**config.mk**
```make
export PLATFORM = sky130hd
export DESIGN_NAME = acc_ram_ctrl_flat
export DESIGN_NICKNAME = d
export VERILOG_FILES = /design/src/rtl/acc_ram_ctrl_pkg.sv /design/src/rtl/acc_ram_ctrl_if.sv /design/src/rtl/acc_ram_array.sv /design/src/rtl/acc_ram_ctrl.sv /design/src/flat_wrapper.sv
export SDC_FILE = /design/constraint.sdc
export NUM_CORES = 2
export LEC_CHECK = 0
export CORE_UTILIZATION = 40
export CTS_BUF_LIST = sky130_fd_sc_hd__clkbuf_16
export CTS_CLUSTER_DIAMETER = 30
export DETAILED_ROUTE_END_ITERATION = 10
export GPL_ROUTABILITY_DRIVEN = 0
export PLACE_DENSITY_LB_ADDON = 0.08
export SYNTH_ARGS = -nofsm -noshare
export SYNTH_HDL_FRONTEND = slang
export SYNTH_SLANG_ARGS = --single-unit
```
**constraint.sdc**
```tcl
create_clock -name clk -period 5.3 [get_ports clk]
set_input_delay 0.53 -clock clk [delete_from_list [all_inputs] [get_ports clk]]
set_output_delay 0.53 -clock clk [all_outputs]
set_load 0.02 [all_outputs]
```
**src/rtl/acc_ram_ctrl_pkg.sv**
```systemverilog
// Shared types and helpers for the accumulator-computer main memory controller.
// Optional parity storage is enabled with the ACC_RAM_PARITY_EN macro.
package acc_mem_pkg;

    typedef enum logic {CLEAR, RUN} state_e;

    localparam int RD_LAT_MAX = 4;

    // Widest data word the parity helper accepts; narrower words are zero-extended,
    // which leaves the parity unchanged.
    localparam int PAR_DW_MAX = 64;

    // Even-parity bit: makes the total count of ones (data + bit) even.
    function automatic logic even_parity(input logic [PAR_DW_MAX-1:0] word);
        return ^word;
    endfunction

endpackage

```
**src/rtl/acc_ram_ctrl_if.sv**
```systemverilog
// Request/response bus between the CPU control unit and the memory controller.
// Parity sideband signals exist only when ACC_RAM_PARITY_EN is defined.
interface acc_ram_ctrl_if #(
    parameter int DW = 16,
    parameter int AW = 7
);
    logic          req_valid;
    logic          req_ready;
    logic          req_wr;
    logic [AW-1:0] req_addr;
    logic [DW-1:0] req_wdata;
    logic          rsp_valid;
    logic [DW-1:0] rsp_rdata;
`ifdef ACC_RAM_PARITY_EN
    logic          inj_perr;
    logic          rsp_perr;

    modport master (output req_valid, req_wr, req_addr, req_wdata, inj_perr,
                    input  req_ready, rsp_valid, rsp_rdata, rsp_perr);
    modport slave  (input  req_valid, req_wr, req_addr, req_wdata, inj_perr,
                    output req_ready, rsp_valid, rsp_rdata, rsp_perr);
`else
    modport master (output req_valid, req_wr, req_addr, req_wdata,
                    input  req_ready, rsp_valid, rsp_rdata);
    modport slave  (input  req_valid, req_wr, req_addr, req_wdata,
                    output req_ready, rsp_valid, rsp_rdata);
`endif
endinterface

```
**src/rtl/acc_ram_array.sv**
```systemverilog
// Plain single-port synchronous storage: one write, one registered read per cycle.
// Word width includes the parity bit when ACC_RAM_PARITY_EN is defined.
module acc_ram_array #(
    parameter int WW    = 16,
    parameter int AW    = 7,
    parameter int DEPTH = 128
) (
    input  logic          clk,
    input  logic          rst_n,
    input  logic          we,
    input  logic          re,
    input  logic [AW-1:0] addr,
    input  logic [WW-1:0] wdata,
    output logic [WW-1:0] rdata
);
    logic [WW-1:0] mem [DEPTH];

    // storage write; contents are not reset
    always_ff @(posedge clk) begin
        if (we) mem[addr] <= wdata;
    end

    // registered read port, holds its value between reads
    always_ff @(posedge clk or negedge rst_n) begin
        if (!rst_n)  rdata <= '0;
        else if (re) rdata <= mem[addr];
    end
endmodule

```
**src/rtl/acc_ram_ctrl.sv**
```systemverilog
// Memory controller: post-reset clear sequencer, address range check and
// read-latency pipeline in front of acc_ram_array.
// Define ACC_RAM_PARITY_EN to store and check an even-parity bit per word.
module acc_ram_ctrl
    import acc_mem_pkg::*;
#(
    parameter int DW         = 16,
    parameter int AW         = 7,
    parameter int DEPTH      = 128,
    parameter int RD_LAT     = 1,
    parameter int INIT_CLEAR = 1
) (
    input  logic          clk,
    input  logic          rst_n,
    acc_ram_ctrl_if.slave bus,
    output logic          init_busy
);
`ifdef ACC_RAM_PARITY_EN
    localparam int PW = 1;
`else
    localparam int PW = 0;
`endif
    localparam int WW  = DW + PW;
    localparam int LAT = (RD_LAT > RD_LAT_MAX) ? RD_LAT_MAX : ((RD_LAT < 1) ? 1 : RD_LAT);
    localparam logic [AW:0]   DEPTH_W = (AW+1)'(DEPTH);
    localparam logic [AW-1:0] LAST    = AW'(DEPTH - 1);

    state_e        state;
    logic [AW-1:0] clr_cnt;
    logic          in_range, accept, rd_acc, wr_acc, clearing;
    logic          arr_we, arr_re;
    logic [AW-1:0] arr_addr;
    logic [WW-1:0] arr_wdata, arr_rdata;
    logic          oor_q;
    logic [WW-1:0] s1_word, out_word;
    logic [LAT-1:0] vld_pipe;

    assign in_range = ({1'b0, bus.req_addr} < DEPTH_W);
    assign accept   = bus.req_valid & bus.req_ready;
    assign rd_acc   = accept & ~bus.req_wr;
    assign wr_acc   = accept & bus.req_wr & in_range;
    assign clearing = (state == CLEAR);

    // clear sequence owns the port; req_ready is low then, so no request can collide
    assign arr_we   = clearing | wr_acc;
    assign arr_re   = rd_acc & in_range;
    assign arr_addr = clearing ? clr_cnt : bus.req_addr;

`ifdef ACC_RAM_PARITY_EN
    // parity sits above the data bits; all-zero word has parity 0
    assign arr_wdata = clearing ? '0
                     : {even_parity(PAR_DW_MAX'(bus.req_wdata)) ^ bus.inj_perr, bus.req_wdata};
    // after the array the top bit becomes the mismatch flag
    assign s1_word   = oor_q ? '0
                     : {arr_rdata[DW] ^ even_parity(PAR_DW_MAX'(arr_rdata[DW-1:0])), arr_rdata[DW-1:0]};
    assign bus.rsp_perr = out_word[DW];
`else
    assign arr_wdata = clearing ? '0 : bus.req_wdata;
    assign s1_word   = oor_q ? '0 : arr_rdata;
`endif

    assign bus.rsp_valid = vld_pipe[LAT-1];
    assign bus.rsp_rdata = out_word[DW-1:0];

    acc_ram_array #(.WW(WW), .AW(AW), .DEPTH(DEPTH)) u_array (
        .clk   (clk),
        .rst_n (rst_n),
        .we    (arr_we),
        .re    (arr_re),
        .addr  (arr_addr),
        .wdata (arr_wdata),
        .rdata (arr_rdata)
    );

    // clear sequencer and run-state handshake, all outputs registered
    always_ff @(posedge clk or negedge rst_n) begin
        if (!rst_n) begin
            state         <= (INIT_CLEAR != 0) ? CLEAR : RUN;
            clr_cnt       <= '0;
            init_busy     <= (INIT_CLEAR != 0);
            bus.req_ready <= 1'b0;
        end else begin
            case (state)
                CLEAR: begin
                    if (clr_cnt == LAST) begin
                        state         <= RUN;
                        clr_cnt       <= '0;
                        init_busy     <= 1'b0;
                        bus.req_ready <= 1'b1;
                    end else begin
                        clr_cnt <= clr_cnt + 1'b1;
                    end
                end
                RUN: begin
                    init_busy     <= 1'b0;
                    bus.req_ready <= 1'b1;
                end
                default: state <= RUN;
            endcase
        end
    end

    // valid shift register and out-of-range tag for each accepted read
    always_ff @(posedge clk or negedge rst_n) begin
        if (!rst_n) begin
            vld_pipe <= '0;
            oor_q    <= 1'b0;
        end else begin
            vld_pipe <= (vld_pipe << 1) | LAT'(rd_acc);
            if (rd_acc) oor_q <= ~in_range;
        end
    end

    // extra data stages beyond the array's read register
    generate
        if (LAT == 1) begin : g_lat1
            assign out_word = s1_word;
        end else begin : g_latn
            logic [WW-1:0] dly [2:LAT];
            // shift every cycle; the last stage still equals the last valid response when idle
            always_ff @(posedge clk or negedge rst_n) begin
                if (!rst_n) begin
                    for (int s = 2; s <= LAT; s++) dly[s] <= '0;
                end else begin
                    dly[2] <= s1_word;
                    for (int s = 3; s <= LAT; s++) dly[s] <= dly[s-1];
                end
            end
            assign out_word = dly[LAT];
        end
    endgenerate
endmodule

```
**src/flat_wrapper.sv**
```systemverilog
// flat-port wrapper written by rule: the top's interface ports become plain ports
module acc_ram_ctrl_flat import acc_mem_pkg::*;
#(
    parameter int DW         = 16,
    parameter int AW         = 7,
    parameter int DEPTH      = 128,
    parameter int RD_LAT     = 1,
    parameter int INIT_CLEAR = 1
)
  (clk, rst_n, init_busy, bus_req_valid, bus_req_wr, bus_req_addr, bus_req_wdata, bus_req_ready, bus_rsp_valid, bus_rsp_rdata);
  acc_ram_ctrl_if #(.DW(DW), .AW(AW)) bus_i ();
  input  logic clk;
  input  logic rst_n;
  output logic init_busy;
  input wire logic [$bits(bus_i.req_valid)-1:0] bus_req_valid;
  input wire logic [$bits(bus_i.req_wr)-1:0] bus_req_wr;
  input wire logic [$bits(bus_i.req_addr)-1:0] bus_req_addr;
  input wire logic [$bits(bus_i.req_wdata)-1:0] bus_req_wdata;
  output wire logic [$bits(bus_i.req_ready)-1:0] bus_req_ready;
  output wire logic [$bits(bus_i.rsp_valid)-1:0] bus_rsp_valid;
  output wire logic [$bits(bus_i.rsp_rdata)-1:0] bus_rsp_rdata;
  assign bus_i.req_valid = bus_req_valid;
  assign bus_i.req_wr = bus_req_wr;
  assign bus_i.req_addr = bus_req_addr;
  assign bus_i.req_wdata = bus_req_wdata;
  assign bus_req_ready = bus_i.req_ready;
  assign bus_rsp_valid = bus_i.rsp_valid;
  assign bus_rsp_rdata = bus_i.rsp_rdata;
  acc_ram_ctrl #(.DW(DW), .AW(AW), .DEPTH(DEPTH), .RD_LAT(RD_LAT), .INIT_CLEAR(INIT_CLEAR)) u_core (.clk(clk), .rst_n(rst_n), .bus(bus_i), .init_busy(init_busy));
endmodule
```
==> results_dict.tcl <==
set metrics [dict create \
    vias 46400 \
    crit_path_end_kind "register" \
    overflow 0 \
    drt_iter0_drc 5001 \
    rows 161 \
    htreeDepth 5 \
    die_y_um 444 \
    synthDistinctLibCells 70 \
    start_util_pct 40.5 \
    grt_max_degree 82 \
    hold_violations 0 \
    synth_area_leaders "edfxtp_1 (79%), mux2i_1 (4.9%), a22oi_1 (4.2%), o22ai_1 (1.5%), o21ai_0 (1.5%)" \
    cp_slowest_stage_delay_ns 0.84 \
    synth-seq-cells 2075 \
    cts_resized 0 \
    clk_pin_slew_ns 0.04 \
    slew_headroom_pct 11.8 \
    fin_ws_ns 0.969 \
    fin_nets 5090 \
    area_delta_synth_final_pct 27.4 \
    grt_pass1_vias 46000 \
    drv_slew 0 \
    netlist_instances 4468 \
    post-route-drc-count 0 \
    vdd_drop_max_uv 295 \
    netlist_area_mm2 0.0782 \
    fin_cells 7981 \
    fin_crit_sh_pct 81.7 \
    critical_path_arrival_ns 5.09 \
    r2r_start "u_core.state" \
    r2r_slack_ns 0.97 \
    critPathKind "register to register" \
    drive_gt1_share_pct 22.1 \
    power_density_mw_per_mm2 459 \
    place_area_mm2 0.0842 \
    ios 46 \
    max_freq_ghz 0.231 \
    coreArea_mm2 0.193 \
    critPathLaunch "u_core.state" \
    syn_avg_cell_area_um2 17.5 \
    crit_chain "mux2_8 > buf_12 > buf_4 > mux2i_1 > o22ai_1 > o21ai_0 > nand3_1 > o21ai_0 > buf_4 > a41oi_1" \
    r2r_end "u_core.u_array.rdata[4]" \
    firstDrtPassIters 6 \
    ys_async_sr_fraction_pct 1.30 \
    yosysWarnings 0 \
    outcome "completed" \
    hp-class "input pin to asynchronous set/reset pin" \
    synth-edff-count 2048 \
    wire_per_inst_um 32.0 \
    root_buffer "clkbuf_16" \
    drt-total-wl_um 255000 \
    cts_tree "yes" \
    synth_top_cell_area_share_pct 78.6 \
    clockBufferDepth 4 \
    dp_hpwl_um 150000 \
    rsz0062_at_grt "false" \
    setup_violations 0 \
    ys_seq_area_share_pct 79.5 \
    grt_pass1_wl_um 357000 \
    hold_buffers 1 \
    cts_sinks 2075 \
    grt_antenna_before_repair 14 \
    yosys.area.top_type "edfxtp_1" \
    final_cell_area_mm2 0.0997 \
    synth_most_common_cell "edfxtp_1" \
    worst_clock_skew_ns 0.0515 \
    worstRegToRegCells 10 \
    track_usage_pct 25.5 \
    maxCapViolations 0 \
    syn-num-nets 4496 \
    crit_fanout 52 \
    leakage_nw 31.9 \
    io_buffers 45 \
    startpoint_type "register" \
    worst_path_max_delay_cell "dfrtp_2" \
    yosys_most_used_dff "edfxtp_1" \
    fin_crit_ns 4.33 \
    viasPerCell 5.81 \
    synth_commonest_cells "edfxtp_1 (2048), a22oi_1 (433), mux2i_1 (385), o21ai_0 (233), o22ai_1 (189)" \
    die_w_um 444 \
    clock_latency_ns 0.97 \
    worst_pin_slew_ns 1.31 \
    die-area_mm2 0.197 \
    cp.required_ns 6.06 \
    numCtsBuffers 473 \
    whs_ns 0.242 \
    dpl_worst_slack_ns 0.384 \
    ant_nets 0 \
    dp_cells 7112 \
    cts_setup_buffers 0 \
    tns_ns 0 \
]
==> through the flow <==
stage                     total power, mW  util [%]
after CTS                            46.0      51.5
after global routing                 46.8      51.5
final                                45.7      51.5
after global placement               18.1      43.5
after floorplan                      18.1         -
after detailed placement             18.1      43.5
==> cell usage in the layout, fill, tap and decap left out, types with 76 or more instances in the layout <==
master and n:
edfxtp_1 2048, nand2_1 154, buf_4 342, o21ai_0 233
clkinv_1 96, a21oi_1 76, o22ai_1 189, inv_1 77
clkbuf_16 477, a41oi_1 90, a22oi_1 433, clkinv_2 97
mux2i_1 384
==> cells by family after synthesis <==
logic type | after synthesis | share of synthesized area [%]
AO/OA/AOI/OAI | 1248 | 11.0
flip-flops | 2075 | 79.5
AND/OR/NAND/NOR | 441 | 2.74
multiplexers | 388 | 4.97
adder cells (fa/ha/maj) | 1 | 0.0160
XOR/XNOR | 5 | 0.0560
buffers and inverters | 310 | 1.75
==> state kept, by name (all words and copies together) (netlist names) <==
signal / cells
u_core.clr_cnt: 7
u_core.bus.req_ready: 1
u_core.bus.rsp_valid: 1
u_core.init_busy: 1
u_core.u_array.rdata: 16
u_core.u_array.mem: 2048
u_core.state: 1
==> report_power, final <==
part	switching, mW	internal, mW	total (mW)	leakage (nW)
logic	0.0205	0.0176	0.0381	9.51
registers	0	17.8	17.8	14.5
clock network	8.78	19.1	27.9	7.80
==> worst max path at each step <==
stage | end | slack [ns]
after floorplan | u_core.u_array.mem[0][10] | 1.64
after global routing | u_core.u_array.rdata[4] | 0.81
after detailed placement | u_core.u_array.rdata[4] | 0.38
after global placement | u_core.u_array.rdata[9] | -0.62
after CTS | u_core.u_array.rdata[4] | 0.99
final | u_core.u_array.rdata[4] | 0.97
==> cell type report <==
| class | count | area (um2) |
|---|---|---|
| Clock inverter | 385 | 3500 |
| Timing Repair Buffer | 423 | 3720 |
| Tap cell | 2526 | 3160 |
| Clock buffer | 477 | 11900 |
| Sequential cell | 2075 | 62200 |
| Inverter | 6 | 22.5 |
| Antenna cell | 6 | 15.0 |
| Fill cell | 15700 | 93700 |
| Multi-Input combinational cell | 2083 | 15100 |
==> per-layer routing <==
metal  track usage [%]  wire length (um)  part of all wire [%]  up-vias
met5                 0                28                 0.011        -
met4              8.74              7840                   3.1        4
met3              4.53             15500                   6.1      456
met2              40.9            122000                    48     1772
met1              35.2            110000                    43    24400
li1                  -                 -                     -    19800
==> critical path: cells and delay by family (launching register included) <==
kind                   cells  cell delay, ns
AO/OA/AOI/OAI              4            1.25
flip-flops                 1            0.84
buffers and inverters      3            0.82
multiplexers               2            0.93
AND/OR/NAND/NOR            1            0.17
No activity file was read; power rests on OpenSTA's default activity.
